File: src/rtl/line_buffer3.sv
// line_buffer3 -- raster-to-column converter for a 3x3 convolution window.
//
// Accepts one pixel per cycle in row-major order and keeps the two previous
// rows in line memories. For every accepted pixel it presents three vertically
// aligned pixels (rows r-2, r-1, r) with a shift enable for the downstream
// window shift register.
//
// Ports:
//   clk, rst           single rising-edge clock, synchronous active-high reset
//   pix_valid          pix_in carries a pixel this cycle (no backpressure)
//   pix_sof            start of frame, qualified by pix_valid
//   pix_in             input pixel
//   out_l1/l2/l3       pixels from rows r-2, r-1, r at the same column
//   wr_sft_en          window shift enable (pix_valid delayed one cycle)
//   win_valid          after this shift the 3x3 window is complete
//   col_cnt/row_cnt    position of the pixel on out_l3
//   frame_done         pulse with the last pixel of a frame
//
// Build option: define LB_ZERO_PAD_EN to force out_l1 to zero in rows 0 and 1
// and out_l2 to zero in row 0 (zero top padding).
module line_buffer3 #(
    parameter int unsigned DATA_W = 8,
    parameter int unsigned IMG_W  = 28,
    parameter int unsigned IMG_H  = 28,
    parameter int unsigned CNT_W  = 10
) (
    input  logic              clk,
    input  logic              rst,
    input  logic              pix_valid,
    input  logic              pix_sof,
    input  logic [DATA_W-1:0] pix_in,
    output logic [DATA_W-1:0] out_l1,
    output logic [DATA_W-1:0] out_l2,
    output logic [DATA_W-1:0] out_l3,
    output logic              wr_sft_en,
    output logic              win_valid,
    output logic [CNT_W-1:0]  col_cnt,
    output logic [CNT_W-1:0]  row_cnt,
    output logic              frame_done
);

    localparam int unsigned AW = (IMG_W > 1) ? $clog2(IMG_W) : 1;
    localparam logic [CNT_W-1:0] ColLast = CNT_W'(IMG_W - 1);
    localparam logic [CNT_W-1:0] RowLast = CNT_W'(IMG_H - 1);
    localparam logic [CNT_W-1:0] Two     = CNT_W'(2);

    // Line memories: mem_a holds row r-1, mem_b holds row r-2. Not reset.
    logic [DATA_W-1:0] mem_a_q [IMG_W];
    logic [DATA_W-1:0] mem_b_q [IMG_W];

    logic [CNT_W-1:0]  icol_q, icol_d, irow_q, irow_d;
    logic [CNT_W-1:0]  cur_col, cur_row;
    logic [AW-1:0]     col_idx;
    logic [DATA_W-1:0] rd_a, rd_b;

    logic [DATA_W-1:0] out_l1_q, out_l1_d, out_l2_q, out_l2_d, out_l3_q, out_l3_d;
    logic              wr_sft_en_q, wr_sft_en_d, win_valid_q, win_valid_d;
    logic              frame_done_q, frame_done_d;
    logic [CNT_W-1:0]  col_cnt_q, col_cnt_d, row_cnt_q, row_cnt_d;

    // A start-of-frame pixel is (0,0) no matter where the counters were.
    always_comb begin
        cur_col = (pix_valid && pix_sof) ? '0 : icol_q;
        cur_row = (pix_valid && pix_sof) ? '0 : irow_q;
    end

    assign col_idx = cur_col[AW-1:0];
    assign rd_a    = mem_a_q[col_idx];
    assign rd_b    = mem_b_q[col_idx];

    always_comb begin
        icol_d       = icol_q;
        irow_d       = irow_q;
        out_l1_d     = out_l1_q;
        out_l2_d     = out_l2_q;
        out_l3_d     = out_l3_q;
        col_cnt_d    = col_cnt_q;
        row_cnt_d    = row_cnt_q;
        wr_sft_en_d  = 1'b0;
        win_valid_d  = 1'b0;
        frame_done_d = 1'b0;

        if (pix_valid) begin
            if (cur_col == ColLast) begin
                icol_d = '0;
                irow_d = (cur_row == RowLast) ? '0 : cur_row + 1'b1;
            end else begin
                icol_d = cur_col + 1'b1;
                irow_d = cur_row;
            end

`ifdef LB_ZERO_PAD_EN
            out_l1_d = (cur_row < Two) ? '0 : rd_b;
            out_l2_d = (cur_row == '0) ? '0 : rd_a;
`else
            out_l1_d = rd_b;
            out_l2_d = rd_a;
`endif
            out_l3_d     = pix_in;
            col_cnt_d    = cur_col;
            row_cnt_d    = cur_row;
            wr_sft_en_d  = 1'b1;
            win_valid_d  = (cur_row >= Two) && (cur_col >= Two);
            frame_done_d = (cur_col == ColLast) && (cur_row == RowLast);
        end
    end

    always_ff @(posedge clk) begin
        if (rst) begin
            icol_q       <= '0;
            irow_q       <= '0;
            out_l1_q     <= '0;
            out_l2_q     <= '0;
            out_l3_q     <= '0;
            col_cnt_q    <= '0;
            row_cnt_q    <= '0;
            wr_sft_en_q  <= 1'b0;
            win_valid_q  <= 1'b0;
            frame_done_q <= 1'b0;
        end else begin
            icol_q       <= icol_d;
            irow_q       <= irow_d;
            out_l1_q     <= out_l1_d;
            out_l2_q     <= out_l2_d;
            out_l3_q     <= out_l3_d;
            col_cnt_q    <= col_cnt_d;
            row_cnt_q    <= row_cnt_d;
            wr_sft_en_q  <= wr_sft_en_d;
            win_valid_q  <= win_valid_d;
            frame_done_q <= frame_done_d;
        end
    end

    // Read-modify-write: the row moves down one memory; a pixel arriving
    // together with rst is dropped and leaves the memories untouched.
    always_ff @(posedge clk) begin
        if (!rst && pix_valid) begin
            mem_b_q[col_idx] <= rd_a;
            mem_a_q[col_idx] <= pix_in;
        end
    end

    assign out_l1     = out_l1_q;
    assign out_l2     = out_l2_q;
    assign out_l3     = out_l3_q;
    assign wr_sft_en  = wr_sft_en_q;
    assign win_valid  = win_valid_q;
    assign col_cnt    = col_cnt_q;
    assign row_cnt    = row_cnt_q;
    assign frame_done = frame_done_q;

endmodule
File: config.mk
export PLATFORM = sky130hd
export DESIGN_NAME = line_buffer3
export DESIGN_NICKNAME = d
export VERILOG_FILES = /design/src/rtl/line_buffer3.sv
export SDC_FILE = /design/constraint.sdc
export NUM_CORES = 1
export LEC_CHECK = 0
export ABC_AREA = 1
export CAP_MARGIN = 10
export CORE_AREA = 2 2 277 279
export DETAILED_ROUTE_END_ITERATION = 16
export DIE_AREA = 0 0 279 281
export PLACE_DENSITY = 0.54
export SYNTH_ARGS = -nofsm -noshare
export SYNTH_HDL_FRONTEND = slang
export SYNTH_SLANG_ARGS = --single-unit
export TNS_END_PERCENT = 1
File: constraint.sdc
create_clock -name clk -period 6.8 [get_ports clk]
set_input_delay 1.02 -clock clk [delete_from_list [all_inputs] [get_ports clk]]
set_output_delay 1.02 -clock clk [all_outputs]
set_load 0.05 [all_outputs]
# Yosys cells after proc, flatten, opt, wreduce, memory -nomap -nowiden
# Memory sizes are Yosys's and may differ from the RTL's. A register that Yosys moved wholly into a read port is not among the register bits.
# Cells that the tools add are included.
[word_totals] ff_bits=59 mem_count=2 mem_bits_rw=448 out_inout_bits=47
[mem_list] memory="mem_a_q" depth=28 word_bits=8 rd=1 rd_ports_with_merged_regs=0 write_ports=1 line_no="48" source="logic [DATA_W-1:0] mem_a_q [IMG_W];"
[mem_list] memory="mem_b_q" depth=28 word_bits=8 rd=1 rd_ports_with_merged_regs=1 write_ports=1 line_no="49" source="logic [DATA_W-1:0] mem_b_q [IMG_W];"
[classes] n_lt_le_gt_ge=2 n_eq_ne=2 n_addsub=2 bitwise=1 n_reduce_logical=6 n_mux=8
[op_table] op="two-way mux 10 bit" n=5
[op_table] op="adder 10 x 1 -> 10 bit (second input constant)" n=2
[op_table] op="equality test 10 x 5 -> 1 bit (second input constant)" n=2
[op_table] op="greater-or-equal comparator 10 x 2 -> 1 bit (second input constant)" n=2
[op_table] op="logical AND 1 bit" n=4
[op_table] op="two-way mux 1 bit" n=3
[op_table] op="OR reduction 2 bit" n=1
[op_table] op="logical NOT 1 bit" n=1
[op_table] op="NOT 1 bit" n=1

# Logic depth before layout (Yosys ltp)
[depth] depth_word=5 depth_mapped=16 depth_no_buf=13

# Worst setup path before layout
# OpenSTA, ideal clock, no wires.
[synth_path] kind="input port to flip-flop" from="input port pix_valid" to="memory mem_a_q[15][0], enable pin" stages=9 arrival_ps=3235 setup_ps=409 slack_ps=3156 path_buffers=3 path_cell_list="buf_4 nand2_8 nand2_2 inv_1 buf_4 buf_2 ha_1 inv_1 nor3_1"
[synth_rtl] item="start: declaration" line_no="29" source="input logic pix_valid,"
[synth_rtl] item="logical AND 1 bit" line_no="63" source="cur_col = (pix_valid && pix_sof) ? '0 : icol_q;"
[synth_rtl] item="two-way mux 10 bit" line_no="63"
[synth_rtl] item="net cur_col[0]" line_no="52" source="logic [CNT_W-1:0] cur_col, cur_row;"
[synth_rtl] item="end: declaration" line_no="48"
# The timed path passes the listed nets, and every way through them passes these cells.

# Final worst setup path
[layout_path] from="input port pix_sof" to="memory mem_b_q[14][3] (data pin)"
[layout_via] elab_chain_cells=3
[layout_lines] item="start: declaration" line_no="30" source="input logic pix_sof,"
[layout_lines] item="logical AND 1 bit" line_no="63"
[layout_lines] item="two-way mux 10 bit" line_no="63"
[layout_lines] item="memory (28 x 8 bit)"
[layout_lines] item="net rd_a[3]" line_no="54" source="logic [DATA_W-1:0] rd_a, rd_b;"
[layout_lines] item="end: declaration" line_no="49"
# The timed path passes the listed nets, and every way through them passes these cells.

==> metrics.cfg <==
[critical_path]
crit_chain=clkdlybuf4s50_1, nand2_8, nand2_8, buf_4, nand2_1, nand2_1, nand2_1, nand2_1, nand2_1, o21ai_1, nand2_1
cpLargestDelayFamily=simple AND/OR/NAND/NOR gates
crit_type=primary input to flop
cp_common_cell=nand2_1
critPathRequiredTime_ns=6.92
slowest_stage=nand2_1
max_stage_delay_ns=0.68
cp.arrival_ns=4.55
crit_path_end_kind=flop
timing.critical_path.buf_inv=2
start_kind=primary input
worst-path-max-fanout=60

[power_and_ir_drop]
power.density_nw_per_um2=266
leakage_nw=10.3
peakVddDrop_uv=194
design_power_total_mw=6.86

[finish]
syn2layout_area_growth_pct=15.4
n_fill_cell=7499
layout.nets=2307
layout-drive-gt1-share_pct=7.46
utilization_pct=34.2
diodes=0

[global_route]
grt_pass1_wl_microns=95500
grt_usage_pct=16.2
grt_pass1_vias=15200
antenna_found_initial=1
grt_max_degree=109
grt-ovfl-total=0

[yosys]
synthXorXnorAreaFrac_pct=0.196
synth-seq-cells=515
synth_compound_area_share_pct=4.82
ys_seq_area_share_pct=66.2
syn_area_per_cell_sq_um=10.1
ys_warn_count=0
syn_nets=2241
synth-simple-area-share_pct=21.6
synth.distinct_cells=36
synth-adder-area-share_pct=0.336
post_synth_mux_area_share_pct=0
synth_top_family_by_area=simple AND/OR/NAND/NOR gates
syn_inst=2223
synth_area_sq_um=22400

[sta]
min_period_ns=4.43
hold_viol_final=0
skew_ns=0.0207
holdWs_ns=0.480
fmax_ghz=0.226
slew_viol_final=0
fin_crit_sh_pct=65.2
finalSetupViolations=0
max-slew-margin-rel_pct=21.3
fin_tns_setup_ns=0
worst_pin_slew_ns=1.18
setup_ws_ns=2.37
rsz0062_at_grt=no

[placed_design]
io_buffers=58
place.gp.congestion=0.841
post-dp-hpwl_microns=36700
post-place-ws_ns=1.75

[die]
core-area_sq_um=75400
start_util_pct=29.6
dieWidth_microns=279
die_area_sq_um=78400
io_pins=59
die_y_microns=281
rows=101

[clocking]
ctsHoldBuffers=0
cts_resized=0
cts_inserted_buffers=56
cts.clk_slew.worst_paths_ns=0.06
cts_tree=done
cts_post_setup_buffers_inserted=0
cts-root-buf=clkbuf_16
htreeDepth=2
clockBufferDepth=3
clk_latency_ns=0.62
cts.sinks=515

[route]
vias=15800
ant_nets=0
remaining_drc_errors=0
routed_wirelength_microns=63700
drt_iter0_markers=1667
viasPerCell=4.76
first_pass_iters=5
avgRoutedWirePerCell_microns=19.2

[outcome]
status=complete, no violations

[hold_path]
worstHoldPathType=flop to flop

[flow_run]
cap_violations=0

## report_power, final
| part | internal (mW) | switching, mW | leakage (nW) |
|---|---|---|---|
| combinational | 0.118 | 0.369 | 4.93 |
| clock | 1.64 | 1.22 | 0.836 |
| sequential | 3.49 | 0.0208 | 4.58 |
## synthesized netlist by cell type, drive strengths merged
master / count / area, sq um
nor2: 338 / 1340
nand2: 557 / 2140
edfxtp: 448 / 13500
nand3: 163 / 833
buf: 81 / 473
o22a: 4 / 35.0
or2: 8 / 50.1
ha: 6 / 75.1
nand3b: 47 / 353
nand4: 9 / 56.3
dfxtp: 67 / 1340
inv: 253 / 952
nor3: 6 / 35.0
xnor2: 1 / 8.76
o21ai: 127 / 636
nor4: 3 / 18.8
xor2: 4 / 35.0
a21oi: 49 / 257
clkbuf: 32 / 120
o211ai: 20 / 150
## flip-flops by register name, summed over array words and instances, names as in the netlist
signal / flops
out_l2: 8
row_cnt: 10
irow_q: 10
out_l1: 8
icol_q: 10
out_l3: 8
wr_sft_en: 1
mem_a_q: 224
frame_done: 1
win_valid: 1
col_cnt: 10
mem_b_q: 224
## tightest hold or removal path, cell delays in order, from the launching register on
cell and delay [ns]:
dfxtp_1 0.31, nand2_1 0.06, a21oi_1 0.05
## through the flow
stage	std cells	instance area [sq um]
floorplan	2223	22400
global placement	3209	24100
detailed placement	3209	24100
CTS	3312	25800
global route	3312	25800
finish	3312	25800
## routing by layer
metal | vias up | share of wire (%) | GRT usage (%)
li1 | 7443 | - | -
met1 | 7692 | 45 | 21.8
met2 | 524 | 45 | 25.9
met3 | 106 | 7.2 | 3.57
met4 | 0 | 3.0 | 5.47
met5 | - | 0 | 0
## logic make-up (layout without fill, tap and decap cells)
family          Yosys count  after routing
buf+inv                 366            477
compound gates          200            200
flops                   515            515
fa+ha+maj                 6              6
simple gates           1131           1131
xor+xnor                  5              5
## worst paths after layout
path              from              to  slack, ns  cells after the start
max            pix_sof  mem_b_q[14][3]       2.37                     11
min          irow_q[4]       irow_q[4]       0.48                      2
max reg2reg  icol_q[0]  mem_b_q[14][3]       3.25                      9
min reg2reg  irow_q[4]       irow_q[4]       0.48                      2
## cell type report
| cell class | count | area (sq um) | area share (%) |
|---|---|---|---|
| Clock inverter | 28 | 181 | 0.703 |
| Clock buffer | 75 | 1530 | 5.91 |
| Sequential cell | 515 | 14800 | 57.4 |
| Multi-Input combinational cell | 1342 | 6050 | 23.4 |
| Inverter | 253 | 953 | 3.70 |
| Timing Repair Buffer | 121 | 1070 | 4.16 |
| Tap cell | 978 | 1220 | 4.74 |
## cells in the final DEF (no fill, tap or decap), drive strengths merged, types with 57 or more instances in the layout
master / count
buf: 64
clkbuf: 75
clkdlybuf4s50: 57
dfxtp: 67
edfxtp: 448
inv: 252
nand2: 557
nand3: 163
nor2: 338
o21ai: 127
(Power assumes the default switching activity.)
